File: config.mk
export PLATFORM = sky130hd
export DESIGN_NAME = vscale_htif_pcr_master
export DESIGN_NICKNAME = d
export VERILOG_FILES = /design/src/rtl/vscale_htif_pcr_master.sv
export SDC_FILE = /design/constraint.sdc
export NUM_CORES = 1
export LEC_CHECK = 0
export CAP_MARGIN = 0
export CORE_ASPECT_RATIO = 0.9
export CORE_MARGIN = 10
export CORE_UTILIZATION = 37
export DETAILED_ROUTE_END_ITERATION = 10
export PLACE_DENSITY = 0.74
export SETUP_SLACK_MARGIN = 0.1
export SYNTH_ARGS = -nofsm -noshare
export SYNTH_HDL_FRONTEND = slang
export SYNTH_SLANG_ARGS = --single-unit
export TNS_END_PERCENT = 50
File: constraint.sdc
create_clock -name clk -period 2.1 [get_ports clk]
set_clock_uncertainty 0.15 [all_clocks]
set_input_delay 0.21 -clock clk [delete_from_list [all_inputs] [get_ports clk]]
set_output_delay 0.21 -clock clk [all_outputs]
set_load 0.01 [all_outputs]
File: src/rtl/vscale_htif_pcr_master.sv
// Host-side initiator for the per-core HTIF PCR (CSR) request/response interface.
// Accepts one CSR read/write command at a time and forwards it to the selected core.
// It then waits for that core's response and returns the data, or an error on timeout
// or when the core index is out of range.
//
// Ports:
//   clk, reset            clock, synchronous active-low reset
//   cmd_*                 host command channel (valid/ready, core, rw, addr, wdata)
//   rsp_*                 host result channel (valid/ready, rdata, error)
//   htif_pcr_req_*        one-hot request valid per core, shared rw/addr/data
//   htif_pcr_resp_*       per-core response valid/data, broadcast response ready
module vscale_htif_pcr_master #(
  parameter int unsigned NUM_CORES      = 2,
  parameter int unsigned CORE_IDX_WIDTH = 1,
  parameter int unsigned CSR_ADDR_WIDTH = 12,
  parameter int unsigned HTIF_PCR_WIDTH = 64,
  parameter int unsigned TIMEOUT_CYCLES = 1024
) (
  input  logic                                clk,
  input  logic                                reset,
  input  logic                                cmd_valid,
  output logic                                cmd_ready,
  input  logic [CORE_IDX_WIDTH-1:0]           cmd_core,
  input  logic                                cmd_rw,
  input  logic [CSR_ADDR_WIDTH-1:0]           cmd_addr,
  input  logic [HTIF_PCR_WIDTH-1:0]           cmd_wdata,
  output logic                                rsp_valid,
  input  logic                                rsp_ready,
  output logic [HTIF_PCR_WIDTH-1:0]           rsp_rdata,
  output logic                                rsp_error,
  output logic [NUM_CORES-1:0]                htif_pcr_req_valid,
  input  logic [NUM_CORES-1:0]                htif_pcr_req_ready,
  output logic                                htif_pcr_req_rw,
  output logic [CSR_ADDR_WIDTH-1:0]           htif_pcr_req_addr,
  output logic [HTIF_PCR_WIDTH-1:0]           htif_pcr_req_data,
  input  logic [NUM_CORES-1:0]                htif_pcr_resp_valid,
  output logic                                htif_pcr_resp_ready,
  input  logic [NUM_CORES*HTIF_PCR_WIDTH-1:0] htif_pcr_resp_data
);

  localparam int unsigned CNT_W = $clog2(TIMEOUT_CYCLES) + 1;
  localparam logic [CNT_W-1:0] CNT_LAST = CNT_W'(TIMEOUT_CYCLES - 1);
  localparam logic [CNT_W-1:0] CNT_MAX  = '1;

  typedef enum logic [1:0] {IDLE, REQ, RESP, DONE} state_e;

  state_e                    state_q, state_d;
  logic [CORE_IDX_WIDTH-1:0] core_q, core_d;
  logic [CNT_W-1:0]          cnt_q, cnt_d;
  logic                      rw_d;
  logic [CSR_ADDR_WIDTH-1:0] addr_d;
  logic [HTIF_PCR_WIDTH-1:0] data_d;
  logic [HTIF_PCR_WIDTH-1:0] rdata_d;
  logic                      error_d;

  logic                      handshake_c;
  logic                      sel_resp_valid_c;
  logic [HTIF_PCR_WIDTH-1:0] sel_resp_data_c;
  logic                      expired_c;
  logic [CNT_W-1:0]          cnt_inc_c;

  // One-hot decode of a core index; out-of-range indices decode to zero.
  function automatic logic [NUM_CORES-1:0] core_onehot(input logic [CORE_IDX_WIDTH-1:0] c);
    core_onehot = (32'(c) < NUM_CORES) ? (NUM_CORES'(1) << c) : '0;
  endfunction

  // Selected-core views of the request/response channels.
  always_comb begin
    handshake_c      = |(htif_pcr_req_valid & htif_pcr_req_ready);
    sel_resp_valid_c = |(htif_pcr_resp_valid & core_onehot(core_q));
    sel_resp_data_c  = HTIF_PCR_WIDTH'(htif_pcr_resp_data >> (32'(core_q) * HTIF_PCR_WIDTH));
    // Compare with >= so a handshake landing exactly on the last cycle still
    // leaves the RESP phase bounded once the counter has moved past it.
    expired_c        = (cnt_q >= CNT_LAST);
    cnt_inc_c        = (cnt_q == CNT_MAX) ? cnt_q : cnt_q + CNT_W'(1);
  end

  // Next-state and next-register logic.
  always_comb begin
    state_d = state_q;
    core_d  = core_q;
    cnt_d   = cnt_q;
    rw_d    = htif_pcr_req_rw;
    addr_d  = htif_pcr_req_addr;
    data_d  = htif_pcr_req_data;
    rdata_d = rsp_rdata;
    error_d = rsp_error;

    case (state_q)
      IDLE: begin
        if (cmd_valid && cmd_ready) begin
          core_d = cmd_core;
          rw_d   = cmd_rw;
          addr_d = cmd_addr;
          data_d = cmd_wdata;
          cnt_d  = '0;
          if (32'(cmd_core) >= NUM_CORES) begin
            state_d = DONE;
            rdata_d = '0;
            error_d = 1'b1;
          end else begin
            state_d = REQ;
          end
        end
      end
      REQ: begin
        cnt_d = cnt_inc_c;
        if (handshake_c) begin
          state_d = RESP;
        end else if (expired_c) begin
          state_d = DONE;
          rdata_d = '0;
          error_d = 1'b1;
        end
      end
      RESP: begin
        cnt_d = cnt_inc_c;
        if (sel_resp_valid_c) begin
          state_d = DONE;
          rdata_d = sel_resp_data_c;
          error_d = 1'b0;
        end else if (expired_c) begin
          state_d = DONE;
          rdata_d = '0;
          error_d = 1'b1;
        end
      end
      DONE: begin
        if (rsp_ready) state_d = IDLE;
      end
      default: state_d = IDLE;
    endcase
  end

  // State and registered outputs; handshake outputs are decoded from the next state.
  always_ff @(posedge clk) begin
    if (!reset) begin
      state_q             <= IDLE;
      core_q              <= '0;
      cnt_q               <= '0;
      cmd_ready           <= 1'b0;
      rsp_valid           <= 1'b0;
      rsp_rdata           <= '0;
      rsp_error           <= 1'b0;
      htif_pcr_req_valid  <= '0;
      htif_pcr_req_rw     <= 1'b0;
      htif_pcr_req_addr   <= '0;
      htif_pcr_req_data   <= '0;
      htif_pcr_resp_ready <= 1'b0;
    end else begin
      state_q             <= state_d;
      core_q              <= core_d;
      cnt_q               <= cnt_d;
      cmd_ready           <= (state_d == IDLE);
      rsp_valid           <= (state_d == DONE);
      rsp_rdata           <= rdata_d;
      rsp_error           <= error_d;
      htif_pcr_req_valid  <= (state_d == REQ) ? core_onehot(core_d) : '0;
      htif_pcr_req_rw     <= rw_d;
      htif_pcr_req_addr   <= addr_d;
      htif_pcr_req_data   <= data_d;
      htif_pcr_resp_ready <= (state_d == RESP);
    end
  end

endmodule

==> results of run 1 <==
-- kinds of logic (layout without fill, tap and decap cells) --
| group | Yosys count | after routing |
|---|---|---|
| muxes | 67 | 67 |
| AOI/OAI and AO/OA | 116 | 116 |
| and+or+nand+nor | 453 | 453 |
| DFF | 161 | 161 |
| adders and majority gates | 6 | 6 |
| buffers and inverters | 93 | 440 |
-- area by class of cell --
type / instances / area (sq um)
Fill cell: 1649 / 7180
Timing Repair Buffer: 400 / 4010
Multi-Input combinational cell: 642 / 3810
Sequential cell: 161 / 3230
Clock buffer: 17 / 425
Tap cell: 250 / 313
Clock inverter: 14 / 214
Inverter: 9 / 36.3
-- cells in the mapped netlist (all sizes together), types with 3 or more instances --
library cell / n
a21oi: 90
buf: 14
clkbuf: 70
dfxtp: 161
ha: 6
inv: 9
mux2: 64
mux2i: 3
nand2: 159
nand3: 195
nand4: 67
nor2: 5
nor3b: 3
o21ai: 6
o31ai: 7
or4: 8
-- per-stage QoR --
step	cell area [sq um]	worst slack, ps	hold slack, ps
floorplan	7270	106	196
global placement	11300	-18.8	291
detailed placement	11300	-49.0	296
CTS	12000	83.5	159
global route	12000	44.2	165
finish	12000	120	181
-- sequential cells by signal, indices dropped and copies added (netlist names) --
register / cells
state_q: 2
cnt_q: 11
htif_pcr_resp_ready: 1
cmd_ready: 1
rsp_error: 1
rsp_rdata: 64
htif_pcr_req_addr: 12
htif_pcr_req_data: 64
htif_pcr_req_valid: 2
core_q: 1
rsp_valid: 1
htif_pcr_req_rw: 1
-- layer usage --
| layer | share of wire [%] | global-route usage, % | vias to the layer above |
|---|---|---|---|
| li1 | - | - | 3877 |
| met5 | 0.048 | 0 | - |
| met2 | 47 | 32.7 | 345 |
| met3 | 10 | 8.61 | 29 |
| met1 | 40 | 23.2 | 3605 |
| met4 | 1.9 | 5.80 | 2 |
-- power breakdown --
part / leakage [nW] / internal (W) / switching (W) / total, W
sequential: 1.31 / 0.00339 / 0.000205 / 0.00360
clock: 0.311 / 0.00203 / 0.00137 / 0.00340
combinational: 2.71 / 0.00165 / 0.00157 / 0.00322
total: 4.33 / 0.00708 / 0.00314 / 0.0102
-- worst register-to-register path, stage by stage, from the launching register on --
cell     delay, ps
dfxtp_2        350
ha_2           200
inv_1           90
or4_4          560
or4_4          440
a21oi_2        130
-- repair_timing --
item / CTS / global route
hold endpoints to repair: 1 / 0
gates resized for setup: 11 / 14
setup endpoints to repair: 27 / 79
hold buffers: 1 / 0
setup buffers: 2 / 2
gates cloned: 0 / 0
pin swaps: 5 / 3
-- worst min path at each step --
stage	start	end	slack, ps	cells past startpoint
after floorplan	cmd_addr[0]	htif_pcr_req_addr[0]	200	2
after global placement	htif_pcr_req_data[60]	htif_pcr_req_data[60]	290	2
after detailed placement	htif_pcr_req_data[27]	htif_pcr_req_data[27]	300	2
after CTS	cmd_wdata[46]	htif_pcr_req_data[46]	160	3
after global routing	cmd_wdata[61]	htif_pcr_req_data[61]	170	3
final	cmd_wdata[42]	htif_pcr_req_data[42]	180	3
==> impl_table.tex, run 1 <==
\begin{tabular}{lr}
\hline
Metric & Value \\
\hline
\multicolumn{2}{l}{\textbf{Outcome}} \\
Status & finished clean \\
\multicolumn{2}{l}{\textbf{Yosys}} \\
Sequential cell area fraction in the yosys report & 44.4\% \\
Synth Area in Adders & 1.03\% \\
Number of flops mapped to enable cells by yosys & 0 \\
Number of warnings printed during yosys synthesis & 0 \\
Dominant combinational cell family by area after synthesis & simple AND/OR/NAND/NOR gates \\
Ys flop type & dfxtp\_1 \\
Cells after synthesis & 896 \\
Ranking of synthesized cells by area & dfxtp\_1 (44\%), nand3\_1 (13\%), mux2\_2 (9.9\%) \\
Synthesized-area fraction occupied by and/or/nand/nor cells & 30.5\% \\
Share of the synthesized area in compound gates (AO/OA/AOI/OAI) & 8.91\% \\
Mean area per synthesized cell & 8.10 sq um \\
Multiplexer area fraction after synthesis & 10.3\% \\
Flip-flop and latch count after synthesis & 161 \\
Post-Synth XOR/XNOR Area & 0\% \\
Area leader, netlist & dfxtp\_1 \\
Synthesized cell area & 0.00726 sq mm \\
Synth async-reset ratio & 0\% \\
Share of the synthesized area in the top cell type & 44.4\% \\
Yosys cell types & 41 \\
Mapped Nets & 1,116 \\
\multicolumn{2}{l}{\textbf{Global route}} \\
Number of antenna violations at the first check in global routing & 1 \\
Global routing usage summed across all routing layers & 20.0\% \\
Vias in the first global route & 7,489 \\
First-pass GRT wire length & 41,900 um \\
Grt ovf & 0 \\
Maximum number of pins on one net before global-route repair & 119 \\
\multicolumn{2}{l}{\textbf{Critical path}} \\
Cell Chain, Critical Path & ha\_2 -> inv\_1 -> or4\_4 -> or4\_4 -> a21oi\_2 \\
CP Launch Point & cnt\_q[0] \\
Critical Path Most Common Cell & or4\_4 \\
Slowest CP cell & or4\_4 \\
CP Buf/Inv Count & 1 \\
Timing endpoint of the critical path & cnt\_q[8] \\
FF-to-FF End & cnt\_q[8] \\
Start-to-end type of the worst setup path & flip-flop to flip-flop \\
Launching element type of the critical path & flip-flop \\
Required time of the worst setup path & 2300 ps \\
Crit path DAT & 2180 ps \\
Cell depth of the worst setup path & 5 \\
Maximum fanout count along the critical path & 5 \\
Capturing element type of the critical path & flip-flop \\
Length in cells of the worst reg-to-reg path & 5 \\
Setup slack of the worst register-to-register path & 120 ps \\
Source of the worst register-to-register timing path & cnt\_q[0] \\
Category of cells accounting for the largest share of critical-path delay & simple AND/OR/NAND/NOR gates \\
Critical Path Max Stage Delay & 560 ps \\
\multicolumn{2}{l}{\textbf{CTS}} \\
Clock sink count & 161 \\
CTS root buffer & clkbuf\_16 \\
Clock-pin slew of the registers on the worst-case setup and hold paths & 70 ps \\
Clock latency on the worst-skew pair & 420 ps \\
Number of buffers created by CTS & 17 \\
Maximum clock insertion buffer count & 2 \\
H-Tree Depth & 4 \\
CTS tree & yes \\
\multicolumn{2}{l}{\textbf{Cells and area}} \\
Layout cell share with drive strength beyond 1 & 13.6\% \\
Post-layout nets & 1,451 \\
Final standard cell utilization of the core & 62.7\% \\
Leading cell type in the layout, fill and taps excluded & clkdlybuf4s50\_1 \\
Number of diodes & 0 \\
Most frequent cells in the layout & clkdlybuf4s50\_1 (359), nand3\_1 (194), nand2\_1 (159) \\
Number of cells in the finished layout apart from fillers & 1,493 \\
Synthesis-to-layout area growth & 65.8\% \\
\multicolumn{2}{l}{\textbf{Die}} \\
Starting Density & 37.8\% \\
Num ports & 361 \\
Die height & 153 um \\
Total core area & 0.0192 sq mm \\
Die footprint & 0.0256 sq mm \\
Site row count & 48 \\
Die X-Extent & 168 um \\
\multicolumn{2}{l}{\textbf{Worst hold path}} \\
Kind of path behind the tightest hold check & primary input to flip-flop \\
\multicolumn{2}{l}{\textbf{Power and ir drop}} \\
Highest ir drop seen on vdd & 0.000479 V \\
PnR Total Power & 0.0102 W \\
Total power divided by cell area & 849 mW/mm\^{}2 \\
Static Leak & 4.33 nW \\
\multicolumn{2}{l}{\textbf{Placement}} \\
Number of buffers inserted by port buffering & 360 \\
Weighted congestion at the end of routability-driven global placement & 0.799 \\
DP HPWL & 20,000 um \\
Placed Cells incl. Taps & 1,457 \\
\multicolumn{2}{l}{\textbf{Timing}} \\
F\_max & 505 MHz \\
Slew at the pin with the worst max-slew slack & 478 ps \\
Setup TNS & 0 ps \\
Final Hold Vio Count & 0 \\
Setup repair after global routing missed its margin & yes \\
Final setup fails & 0 \\
Slew margin rel. & 68.1\% \\
Fin. max-slew vios & 0 \\
Post-route minimum period & 1980 ps \\
Period Utilization, post-route & 94.3\% \\
\multicolumn{2}{l}{\textbf{Job}} \\
Number of maximum-capacitance violations & 0 \\
\multicolumn{2}{l}{\textbf{Routing}} \\
Routed wire length & 27,100 um \\
DRC viols & 0 \\
Vias per Instance & 5.26 \\
Number of violations reported at the end of detailed-routing iteration 0 & 597 \\
Antenna viol nets, final & 0 \\
Vias & 7,858 \\
Wire length per cell & 18.2 um \\
1st-pass router iterations & 5 \\
\hline
\end{tabular}
(Power assumes the default switching activity.)
==> inputs of run 2 (changes only) <==
Settings changed: CORE_UTILIZATION 37 to 35, PLACE_DENSITY 0.74 to 0.7.
==> run 2 against run 1 <==
- largest cell class unchanged
- sequential share of layout area barely moved
- routed wire length rose by 0.96%
- final cell count did not move
- via count fell by 1.6%
- highest routed layer is now met4
==> impl_table.tex, run 2 (synthesis gave the netlist of run 1 again) <==
\begin{tabular}{lr}
\hline
Metric & Value \\
\hline
\multicolumn{2}{l}{\textbf{Outcome}} \\
Status & finished clean \\
\multicolumn{2}{l}{\textbf{CTS}} \\
CTS root buffer & clkbuf\_16 \\
Number of hold buffers added after CTS & 0 (-1) \\
H-Tree Depth & 4 (unchanged) \\
Clock sink count & 161 (unchanged) \\
Maximum clock insertion buffer count & 2 (unchanged) \\
CTS tree & yes \\
Clock latency on the worst-skew pair & 410 ps (about the same) \\
Clock-pin slew of the registers on the worst-case setup and hold paths & 70 ps (about the same) \\
Number of buffers created by CTS & 17 (unchanged) \\
\multicolumn{2}{l}{\textbf{Global route}} \\
Global routing usage summed across all routing layers & 19.1\% (-0.85 points) \\
Number of antenna violations at the first check in global routing & 1 (unchanged) \\
Vias in the first global route & 7,510 (+0.28\%) \\
Grt ovf & 0 (unchanged) \\
First-pass GRT wire length & 41,400 um (-1.2\%) \\
Maximum number of pins on one net before global-route repair & 112 (-5.9\%) \\
\multicolumn{2}{l}{\textbf{Die}} \\
Num ports & 361 (unchanged) \\
Total core area & 0.0202 sq mm (+5.0\%) \\
Die footprint & 0.0269 sq mm (+5.0\%) \\
Site row count & 49 (+2.1\%) \\
Die height & 157 um (+2.4\%) \\
Die X-Extent & 172 um (+2.5\%) \\
Starting Density & 36.0\% (-1.8 points) \\
\multicolumn{2}{l}{\textbf{Worst hold path}} \\
Number of cells on the worst hold path & 3 (unchanged) \\
Kind of path behind the tightest hold check & primary input to flip-flop \\
\multicolumn{2}{l}{\textbf{Critical path}} \\
Length in cells of the worst reg-to-reg path & 6 (+1) \\
Maximum fanout count along the critical path & 5 (unchanged) \\
Crit path DAT & 2230 ps (+50 ps) \\
Capturing element type of the critical path & flip-flop \\
Required time of the worst setup path & 2300 ps (about the same) \\
Launching element type of the critical path & flip-flop \\
Start-to-end type of the worst setup path & flip-flop to flip-flop \\
\multicolumn{2}{l}{\textbf{Placement}} \\
Weighted congestion at the end of routability-driven global placement & 0.814 (+1.8\%) \\
Pre-CTS setup slack & -41.9 ps (+7.11 ps) \\
Placed Cells incl. Taps & 1,458 (+0.069\%) \\
Number of buffers inserted by port buffering & 360 (unchanged) \\
DP HPWL & 20,100 um (+0.18\%) \\
\multicolumn{2}{l}{\textbf{Power and ir drop}} \\
Static Leak & 4.30 nW (-0.65\%) \\
Portion of total power attributed to combinational logic & 31.8\% (+0.3 points) \\
Internal power & 0.00694 W (-1.9\%) \\
Net Switching & 0.00311 W (-1.2\%) \\
Switching portion of total power & 30.9\% (+0.16 points) \\
Highest ir drop seen on vdd & 0.000424 V (-11\%) \\
Total power divided by cell area & 835 mW/mm\^{}2 (-1.7\%) \\
Power share of the sequential group & 35.9\% (+0.7 points) \\
Relative contribution of the clock network to total power & 32.4\% (-0.9 points) \\
\multicolumn{2}{l}{\textbf{Cells and area}} \\
Post-layout nets & 1,445 (-0.41\%) \\
Area taken by multi-input logic gates & 0.00382 sq mm (+0.30\%) \\
Biggest registers after layout & htif\_pcr\_req\_data x64, rsp\_rdata x64, htif\_pcr\_req\_addr x12 \\
Filler cell count in the final layout & 1,755 (+6.4\%) \\
Sequential standard cell area & 0.00324 sq mm (+0.12\%) \\
Layout cell share with drive strength beyond 1 & 13.7\% (+0.066 points) \\
Leading cell type in the layout, fill and taps excluded & clkdlybuf4s50\_1 \\
Number of cells in the finished layout apart from fillers & 1,493 (unchanged) \\
Most frequent cells in the layout & clkdlybuf4s50\_1 (359), nand3\_1 (194), nand2\_1 (159) \\
Synthesis-to-layout area growth & 65.8\% (unchanged) \\
\multicolumn{2}{l}{\textbf{Timing}} \\
F\_max & 492 MHz (-2.6\%) \\
Fin. max-slew vios & 0 (unchanged) \\
Post-route minimum period & 2030 ps (+52.6 ps) \\
Final Hold Vio Count & 0 (unchanged) \\
Setup repair after global routing missed its margin & yes \\
Slew at the pin with the worst max-slew slack & 522 ps (+43.9 ps) \\
Crit path setup slack, layout & 67.1 ps (-52.6 ps) \\
Slew margin rel. & 64.9\% (-3.2 points) \\
Worst Hold Margin & 60.8 ps (-121 ps) \\
Final setup fails & 0 (unchanged) \\
Period Utilization, post-route & 96.8\% (+2.5 points) \\
\multicolumn{2}{l}{\textbf{Routing}} \\
1st-pass router iterations & 5 (unchanged) \\
DRC viols & 0 (unchanged) \\
Number of violations reported at the end of detailed-routing iteration 0 & 456 (-24\%) \\
Vias per Instance & 5.18 (-1.6\%) \\
Vias & 7,735 (-1.6\%) \\
Antenna viol nets, final & 0 (unchanged) \\
Wire length per cell & 18.3 um (+0.96\%) \\
Routed wire length & 27,400 um (+0.96\%) \\
\multicolumn{2}{l}{\textbf{Job}} \\
Number of maximum-capacitance violations & 0 (unchanged) \\
\hline
\end{tabular}
==> run 2: changes by cell type in the layout (fill, tap and decap cells not counted), sizes merged <==
cell	change
buf	-5
diode	+1
clkinvlp	+2
clkinv	-1
dlygate4sd3	-1
bufinv	-1
==> run 2: layout make-up <==
| class | instances | area share, % |
|---|---|---|
| timing repair buffer | 394 | 33.3 |
| multi-input combinational | 642 | 31.7 |
| sequential | 161 | 26.9 |
| clock buffer | 17 | 3.53 |
| tap | 255 | 2.65 |
| clock inverter | 14 | 1.56 |
| inverter | 9 | 0.301 |
| antenna | 1 | 0.0208 |
==> run 2: path summary, 6_finish.rpt <==
path	start	endpoint	slack [ps]
setup / recovery	state_q[0]	cnt_q[8]	70
hold / removal	reset	core_q	60
setup reg to reg	state_q[0]	cnt_q[8]	70
hold reg to reg	htif_pcr_req_data[24]	htif_pcr_req_data[24]	300
==> run 2: per-layer routing <==
| layer | wire length, um | track usage, % | up-vias |
|---|---|---|---|
| li1 | - | - | 3860 |
| met1 | 11300 | 22.4 | 3577 |
| met2 | 13000 | 31.6 | 289 |
| met3 | 2970 | 8.78 | 9 |
| met4 | 111 | 3.69 | 0 |
| met5 | 0 | 0 | - |
==> run 2: critical path: stages, from the launching register on <==
cell	delay (ps)
dfxtp_4	380
inv_4	40
ha_4	150
a21boi_4	140
or4_4	460
or4_4	530
a21oi_2	110
==> run 2: power by group through the flow <==
stage	Sequential, W	Combinational [W]	Clock, W
after global placement	0.00364	0.00312	0
after detailed placement	0.00366	0.00314	0
after floorplan	0.00378	0.00131	0
after CTS	0.00359	0.00318	0.00332
after global routing	0.00364	0.00348	0.00345
final	0.00361	0.00319	0.00325
==> run 2: timing repair <==
action | CTS | global route
gates resized for setup | 5 | 26
pin swaps | 3 | 7
buffers inserted | 1 | 2
endpoints found under the setup margin | 11 | 62
==> run 2: per-stage QoR <==
| stage | utilization (%) | cell area (sq um) | setup TNS (ps) | power (W) |
|---|---|---|---|---|
| 2_1_floorplan | - | 7270 | 0 | 0.00509 |
| 3_3_place_gp | 56.0 | 11300 | -25.8 | 0.00676 |
| 3_5_place_dp | 56.0 | 11300 | -109 | 0.00679 |
| 4_1_cts | 59.1 | 11900 | 0 | 0.0101 |
| 5_1_grt | 59.7 | 12000 | 0 | 0.0106 |
| 6_report | 59.7 | 12000 | 0 | 0.0101 |
